==> config.mk <==
export PLATFORM = sky130hd
export DESIGN_NAME = isa_host_master
export DESIGN_NICKNAME = d
export VERILOG_FILES = /design/src/rtl/isa_host_master.sv
export SDC_FILE = /design/constraint.sdc
export NUM_CORES = 1
export LEC_CHECK = 0
export BUFFER_PORTS_ARGS = -buffer_cell sky130_fd_sc_hd__buf_4
export CAP_MARGIN = 10
export CORE_UTILIZATION = 45
export DETAILED_ROUTE_END_ITERATION = 6
export PLACE_DENSITY = 0.71
export SKIP_CTS_REPAIR_TIMING = 1
export SYNTH_ARGS = -nofsm -noshare
export SYNTH_HDL_FRONTEND = slang
export SYNTH_SLANG_ARGS = --single-unit
==> constraint.sdc <==
create_clock -name clk -period 5 [get_ports clk]
set_input_delay 0.75 -clock clk [delete_from_list [all_inputs] [get_ports clk]]
set_output_delay 0.75 -clock clk [all_outputs]
set_load 0.02 [all_outputs]
==> src/rtl/isa_host_master.sv <==
// ISA bus initiator: runs one 8-bit memory or I/O cycle per accepted command,
// with programmable setup/strobe/hold timing and IOCHRDY wait states with timeout.
module isa_host_master #(
    parameter int SETUP_CYCLES      = 2,
    parameter int MEM_STROBE_CYCLES = 6,
    parameter int IO_STROBE_CYCLES  = 10,
    parameter int HOLD_CYCLES       = 2,
    parameter int WAIT_MAX          = 255
) (
    input  logic        clk,
    input  logic        reset,
    input  logic        cmd_valid,
    output logic        cmd_ready,
    input  logic [1:0]  cmd_type,
    input  logic [19:0] cmd_addr,
    input  logic [7:0]  cmd_wdata,
    output logic        rsp_valid,
    output logic [7:0]  rsp_rdata,
    output logic        rsp_timeout,
    output logic [19:0] bus_a,
    output logic [7:0]  bus_d,
    output logic        bus_d_oe,
    input  logic [7:0]  bus_in,
    output logic        bus_memr_l,
    output logic        bus_memw_l,
    output logic        bus_ior_l,
    output logic        bus_iow_l,
    output logic        bus_aen,
    input  logic        bus_rdy
);

    typedef enum logic [2:0] {IDLE, SETUP, STROBE, HOLD, RESP} state_t;
    typedef enum logic [1:0] {MEMR = 2'b00, MEMW = 2'b01, IOR = 2'b10, IOW = 2'b11} cmd_t;

    localparam logic [7:0] SETUP_LOAD = 8'(SETUP_CYCLES - 1);
    localparam logic [7:0] MEM_LOAD   = 8'(MEM_STROBE_CYCLES - 1);
    localparam logic [7:0] IO_LOAD    = 8'(IO_STROBE_CYCLES - 1);
    localparam logic [7:0] HOLD_LOAD  = 8'(HOLD_CYCLES - 1);
    localparam logic [7:0] WAIT_LIM   = 8'(WAIT_MAX);

    state_t      state, state_n;
    cmd_t        typ;
    logic [7:0]  cnt, cnt_n;
    logic [7:0]  ext, ext_n;
    logic        accept;
    logic        strobe_done;
    logic        timed_out;
    logic [7:0]  rdata_q;
    logic        timeout_q;

    // Next-state and counter logic; cnt counts down the current phase length.
    always_comb begin
        // NOTE: every output of this block gets a default first, so no branch can infer a latch.
        state_n     = state;
        cnt_n       = cnt;
        ext_n       = ext;
        accept      = 1'b0;
        strobe_done = 1'b0;
        timed_out   = 1'b0;
        unique case (state)
            IDLE: begin
                if (cmd_valid && cmd_ready) begin
                    accept  = 1'b1;
                    state_n = SETUP;
                    cnt_n   = SETUP_LOAD;
                end
            end
            SETUP: begin
                if (cnt == 8'd0) begin
                    state_n = STROBE;
                    cnt_n   = typ[1] ? IO_LOAD : MEM_LOAD;
                    ext_n   = 8'd0;
                end else begin
                    cnt_n = cnt - 8'd1;
                end
            end
            STROBE: begin
                if (cnt != 8'd0) begin
                    cnt_n = cnt - 8'd1;
                end else if (bus_rdy) begin
                    strobe_done = 1'b1;
                end else if (ext < WAIT_LIM) begin
                    ext_n = ext + 8'd1;
                end else begin
                    strobe_done = 1'b1;
                    timed_out   = 1'b1;
                end
                if (strobe_done) begin
                    state_n = HOLD;
                    cnt_n   = HOLD_LOAD;
                end
            end
            HOLD: begin
                if (cnt == 8'd0) state_n = RESP;
                else             cnt_n   = cnt - 8'd1;
            end
            RESP:    state_n = IDLE;
            default: state_n = IDLE;
        endcase
    end

    // Outputs are registered from the next state so each one lines up with its phase.
    always_ff @(posedge clk) begin
        // NOTE: sequential state uses non-blocking assignments only.
        if (reset) begin
            state       <= IDLE;
            typ         <= MEMR;
            cnt         <= 8'd0;
            ext         <= 8'd0;
            rdata_q     <= 8'd0;
            timeout_q   <= 1'b0;
            cmd_ready   <= 1'b0;
            rsp_valid   <= 1'b0;
            rsp_rdata   <= 8'd0;
            rsp_timeout <= 1'b0;
            bus_a       <= 20'd0;
            bus_d       <= 8'd0;
            bus_d_oe    <= 1'b0;
            bus_memr_l  <= 1'b1;
            bus_memw_l  <= 1'b1;
            bus_ior_l   <= 1'b1;
            bus_iow_l   <= 1'b1;
            bus_aen     <= 1'b1;
        end else begin
            state      <= state_n;
            cnt        <= cnt_n;
            ext        <= ext_n;
            cmd_ready  <= (state_n == IDLE);
            rsp_valid  <= (state_n == RESP);
            bus_aen    <= 1'b0;
            bus_memr_l <= !(state_n == STROBE && typ == MEMR);
            bus_memw_l <= !(state_n == STROBE && typ == MEMW);
            bus_ior_l  <= !(state_n == STROBE && typ == IOR);
            bus_iow_l  <= !(state_n == STROBE && typ == IOW);

            if (accept) begin
                typ      <= cmd_t'(cmd_type);
                bus_a    <= cmd_addr;
                bus_d    <= cmd_wdata;
                bus_d_oe <= cmd_type[0];
            end

            // Read data is taken on the last strobe-low cycle, just before the strobe rises.
            if (strobe_done) begin
                timeout_q <= timed_out;
                if (timed_out)   rdata_q <= 8'hFF;
                else if (!typ[0]) rdata_q <= bus_in;
                else             rdata_q <= 8'd0;
            end

            if (state_n == RESP) begin
                bus_d_oe    <= 1'b0;
                rsp_rdata   <= rdata_q;
                rsp_timeout <= timeout_q;
            end else begin
                rsp_timeout <= 1'b0;
            end
        end
    end

endmodule

* Yosys cells after proc, flatten, opt, wreduce, memory -nomap -nowiden *
Cells that the tools add are included.

storage, ports and cells
  input bits = 42
  output and inout port bits = 45
  register bits after elaboration = 75
  word-level logic and storage cells = 87

operators by class
  $add $sub $neg = 2
  bitwise logic cells = 1
  order comparisons = 1
  reductions and logical operators = 20
  mux-type cells = 30
  equality and inequality tests = 15

operators with widths
  cell                                              number
  two-way mux 8 bit                                 11
  case mux 8 bit (4 select lines)                   1
  case mux 8 bit (2 select lines)                   1
  two-way mux 3 bit                                 4
  inequality test 2 bit, second input constant      6
  case mux 3 bit (4 select lines)                   1
  two-way mux 1 bit                                 11
  == test 3 x 2 -> 1 bit, second input constant     3
  adder 8 x 1 -> 8 bit, second input constant       1
  logical NOT 8 bit                                 1
  < comparator 8 bit, second input constant         1
  nonzero test 8 bit                                1
  subtractor 8 x 1 -> 8 bit, second input constant  1
  logical NOT 3 bit                                 2
  logical AND 1 bit                                 5
  AND reduction 5 bit                               1
  == test 2 bit, second input constant              2
  logical NOT 1 bit                                 4
  two-way mux 4 bit                                 1
  AND reduction 4 bit                               1
  nonzero test 4 bit                                1
  OR reduction 2 bit                                2
  == test 3 x 1 -> 1 bit, second input constant     1
  == test 3 bit, second input constant              1
  other kinds (5)                                   5

* Logic depth before layout (Yosys ltp) *
  depth in word-level cells = 10
  gate-level depth with buffers = 7
  mapped depth without buffers = 7

* Worst setup path after synthesis *
No wires, ideal clock.

  path type = flip-flop to flip-flop
  start point = register cnt[0]
  end point = register ext[7]
  data required time = 4930 ps
  cell stages (with the launch flop) = 8
  arrival = 1942 ps
  slack = 2988 ps
  path buffers = 0
  cell sequence = dfxtp_1 -> inv_1 -> ha_1 -> or4b_4 -> nor3_4 -> o21ai_2 -> or4_1 -> a21oi_1

on the way
  longest elaborated chain between the ends = 3

ends and longest elaborated chain
  element                                                  RTL line  source
  start, declared                                          43        logic [7:0] cnt, cnt_n;
  start signal, assigned                                   126       cnt <= cnt_n;
  logical NOT 8 bit or nonzero test 8 bit (tied branches)  69, 78
  inequality test 2 bit (no line)                          -
  AND reduction 5 bit (no line) *                          -
  end signal, assigned                                     127       ext <= ext_n;
  end, declared                                            44        logic [7:0] ext, ext_n;

Every way passes the cells marked *; elsewhere a longest branch is shown, timed or not.
A chain may end at the register's enable or synchronous reset.

* Worst setup path in the final report *
  start point = register cnt[0]
  end point = register cmd_ready

on the way
  longest elaborated chain between the ends = 6

ends and longest elaborated chain
  element                            RTL line  source
  nonzero test 8 bit                 78        if (cnt != 8'd0) begin
  two-way mux 1 bit                  78
  two-way mux 1 bit                  60        unique case (state)
  two-way mux 3 bit                  88        if (strobe_done) begin
  case mux 3 bit (4 select lines) *  60
  logical NOT 3 bit *                128       cmd_ready <= (state_n == IDLE);
  end signal, assigned               128
  end, declared                      13        output logic cmd_ready,

Every way passes the cells marked *; elsewhere a longest branch is shown, timed or not. The select of a mux whose other input is x is not followed.

==> flow_summary.json <==
{
  "status": "finished with violations",
  "violations": "DRC",
  "power_density_nw_per_um2": 510,
  "min_period_ps": 2430,
  "dp.cells": 490,
  "final_antenna_net_count": 0,
  "worstPathCellList": "inv_1 -> ha_1 -> nor4b_1 -> nand2_1 -> nor3_2 -> a211oi_1 -> o211a_1",
  "cts_buffers": 9,
  "clk_path_buf_depth": 2,
  "cts_sinks": 75,
  "cpPeakStageDelay_ps": 570,
  "cts_tree": "built",
  "leakage_nw": 1.56,
  "via_per_inst": 5.40,
  "max_freq_ghz": 0.412,
  "synth_edf_count": 0,
  "grt_usage_pct": 21.0,
  "antenna_found_initial": 0,
  "nets": 469,
  "final_common_cell": "buf_4",
  "h-tree-depth": 3,
  "ys.flop_type": "dfxtp_1",
  "gr-total-overflow": 0,
  "worstMarginPinSlew_ps": 872,
  "slew_headroom_pct": 41.6,
  "fin_cells": 506,
  "drt_wl_total_mm": 6.97,
  "cts_root_buffer": "clkbuf_8",
  "layout-drive-gt1-share_pct": 27.3,
  "grt_pass1_vias": 2582,
  "avgSynthCellArea_um2": 8.90,
  "syn-cell-area_um2": 3040,
  "dr.first_iter.drc_count": 167,
  "rsz0062_at_grt": "no",
  "mostFrequentLayoutCells": "88 x buf_4, 75 x dfxtp_1, 70 x nand2_1, 38 x a21oi_1, 24 x nor2_1",
  "critPathKind": "reg -> reg",
  "grt_max_degree": 59,
  "ys_ff_latch": 75,
  "synth_cells": 341,
  "hp-class": "reg -> reg",
  "slew_violations": 0,
  "cp.arrival_ps": 2660,
  "finalHoldViolations": 0,
  "comb_power_share_pct": 40.2,
  "power.switching_uw": 819,
  "setup_viol": 0,
  "layout_worst_path_cycle_share_pct": 48.5,
  "synthArstFlopShare_pct": 0,
  "post_synth_num_cell_types": 55,
  "critPathCaptureType": "flop",
  "dieArea_um2": 7080,
  "cp.required_ps": 5240,
  "reg2reg_depth": 7,
  "p_sw_share_pct": 41.2,
  "crit_slowest_cell": "nor3_2",
  "grt_pass1_wl_mm": 11.9,
  "die-height_um": 84.1,
  "diodes": 0,
  "yosys_warnings": 0,
  "syn_nets": 386,
  "area_growth_pct": 28.4,
  "fin_setup_tns_ps": 0,
  "insertion_delay_ps": 350,
  "cap_violations": 0,
  "cp_max_fo": 9,
  "dieWidth_um": 84.1,
  "initial_utilization_pct": 47.3,
  "rows": 29,
  "crit_path_start_kind": "flop",
  "ys_seq_area_share_pct": 49.5,
  "drc": 8,
  "clkPwrFrac_pct": 21.7,
  "io_pins": 87,
  "vdd_drop_max_v": 0.000250,
  "wl_per_cell_um": 13.8,
  "fp.coreArea_um2": 6420,
  "fin_skew_ps": 10.8,
  "n_fill_cell": 594,
  "place_congestion": 0.851,
  "firstDrtPassIters": 6,
  "io_buffers": 86,
  "pwr-share-seq_pct": 38.0,
  "cts.clk_slew.worst_paths_ps": 80,
  "p_int_mw": 1.17,
  "hpwl_mm": 4.82,
  "worstHoldPathCells": 2,
  "via_count": 2733
}
## synthesized netlist by cell type, types with 4 or more instances
| master | number | area share [%] |
|---|---|---|
| nor2_1 | 24 | 3.0 |
| o22ai_1 | 8 | 1.6 |
| nand2_1 | 70 | 8.7 |
| o2111ai_1 | 5 | 1.4 |
| inv_1 | 7 | 0.87 |
| nand3_1 | 5 | 0.82 |
| nor3_1 | 7 | 1.2 |
| dfxtp_1 | 75 | 49 |
| a211oi_1 | 4 | 0.99 |
| nor2b_1 | 8 | 1.6 |
| clkbuf_1 | 13 | 1.6 |
| a21oi_1 | 38 | 6.3 |
| a22o_1 | 9 | 2.6 |
| xor2_1 | 6 | 1.7 |
## per-stage QoR
stage	area, µm²	hold slack [ps]	total power, mW	setup WS, ps	util (%)
3_3_place_gp	3720	442	1.55	2710	57.9
2_1_floorplan	3040	431	1.34	2990	-
6_report	3900	459	1.99	2570	60.7
5_1_grt	3900	476	2.13	2300	60.7
3_5_place_dp	3720	447	1.57	2610	57.9
4_1_cts	3900	459	2.00	2590	60.7
## final timing paths
path	endpoint	slack [ps]	startpoint
hold / removal	bus_a[10]	460	bus_a[10]
setup reg to reg	cmd_ready	2570	cnt[0]
hold reg to reg	bus_a[10]	460	bus_a[10]
setup / recovery	cmd_ready	2570	cnt[0]
## state kept, by name (all words and copies together) (netlist names)
signal	cells
bus_a	20
bus_aen	1
bus_d	8
bus_d_oe	1
bus_ior_l	1
bus_iow_l	1
bus_memr_l	1
bus_memw_l	1
cmd_ready	1
cnt	8
ext	8
rdata_q	8
rsp_rdata	8
rsp_timeout	1
rsp_valid	1
state	3
timeout_q	1
typ	2
## power by group through the flow
stage          logic, mW  registers [mW]  clock network, mW
5_1_grt            0.892           0.769              0.468
3_3_place_gp       0.779           0.766                  0
3_5_place_dp       0.797           0.769                  0
6_report           0.799           0.756              0.432
2_1_floorplan      0.541           0.802                  0
4_1_cts            0.799           0.755              0.443
## worst max-delay path, delay by kind of cell (launching register included)
kind | cells | cell delay (ps)
compound gates | 2 | 420
fa+ha+maj | 1 | 170
buf+inv | 1 | 120
flops | 1 | 330
simple gates | 3 | 1290
## routing by layer
metal	wire (µm)	share of wire (%)	track usage, %
met1	3090	44	27.1
met2	3290	47	32.9
met3	503	7.2	6.39
met4	78	1.1	8.62
met5	0	0	0
## logic make-up (layout without fill, tap and decap cells)
logic type	after synthesis	in the layout	share of synthesized area, %
and+or+nand+nor	143	143	23.3
AOI/OAI and AO/OA	89	89	20.1
DFF	75	75	49.5
buffers and inverters	23	111	3.55
xor gates and xnor gates	7	7	2.02
adders and majority gates	3	3	1.24
muxes	1	1	0.330
## layout make-up
class	instances	area, µm²	area share [%]
tap	77	96.3	2.47
clock inverter	7	57.6	1.48
multi-input combinational	243	1430	36.7
sequential	75	1500	38.5
inverter	7	26.3	0.674
timing repair buffer	88	661	16.9
clock buffer	9	124	3.18
(Power assumes the default switching activity.)
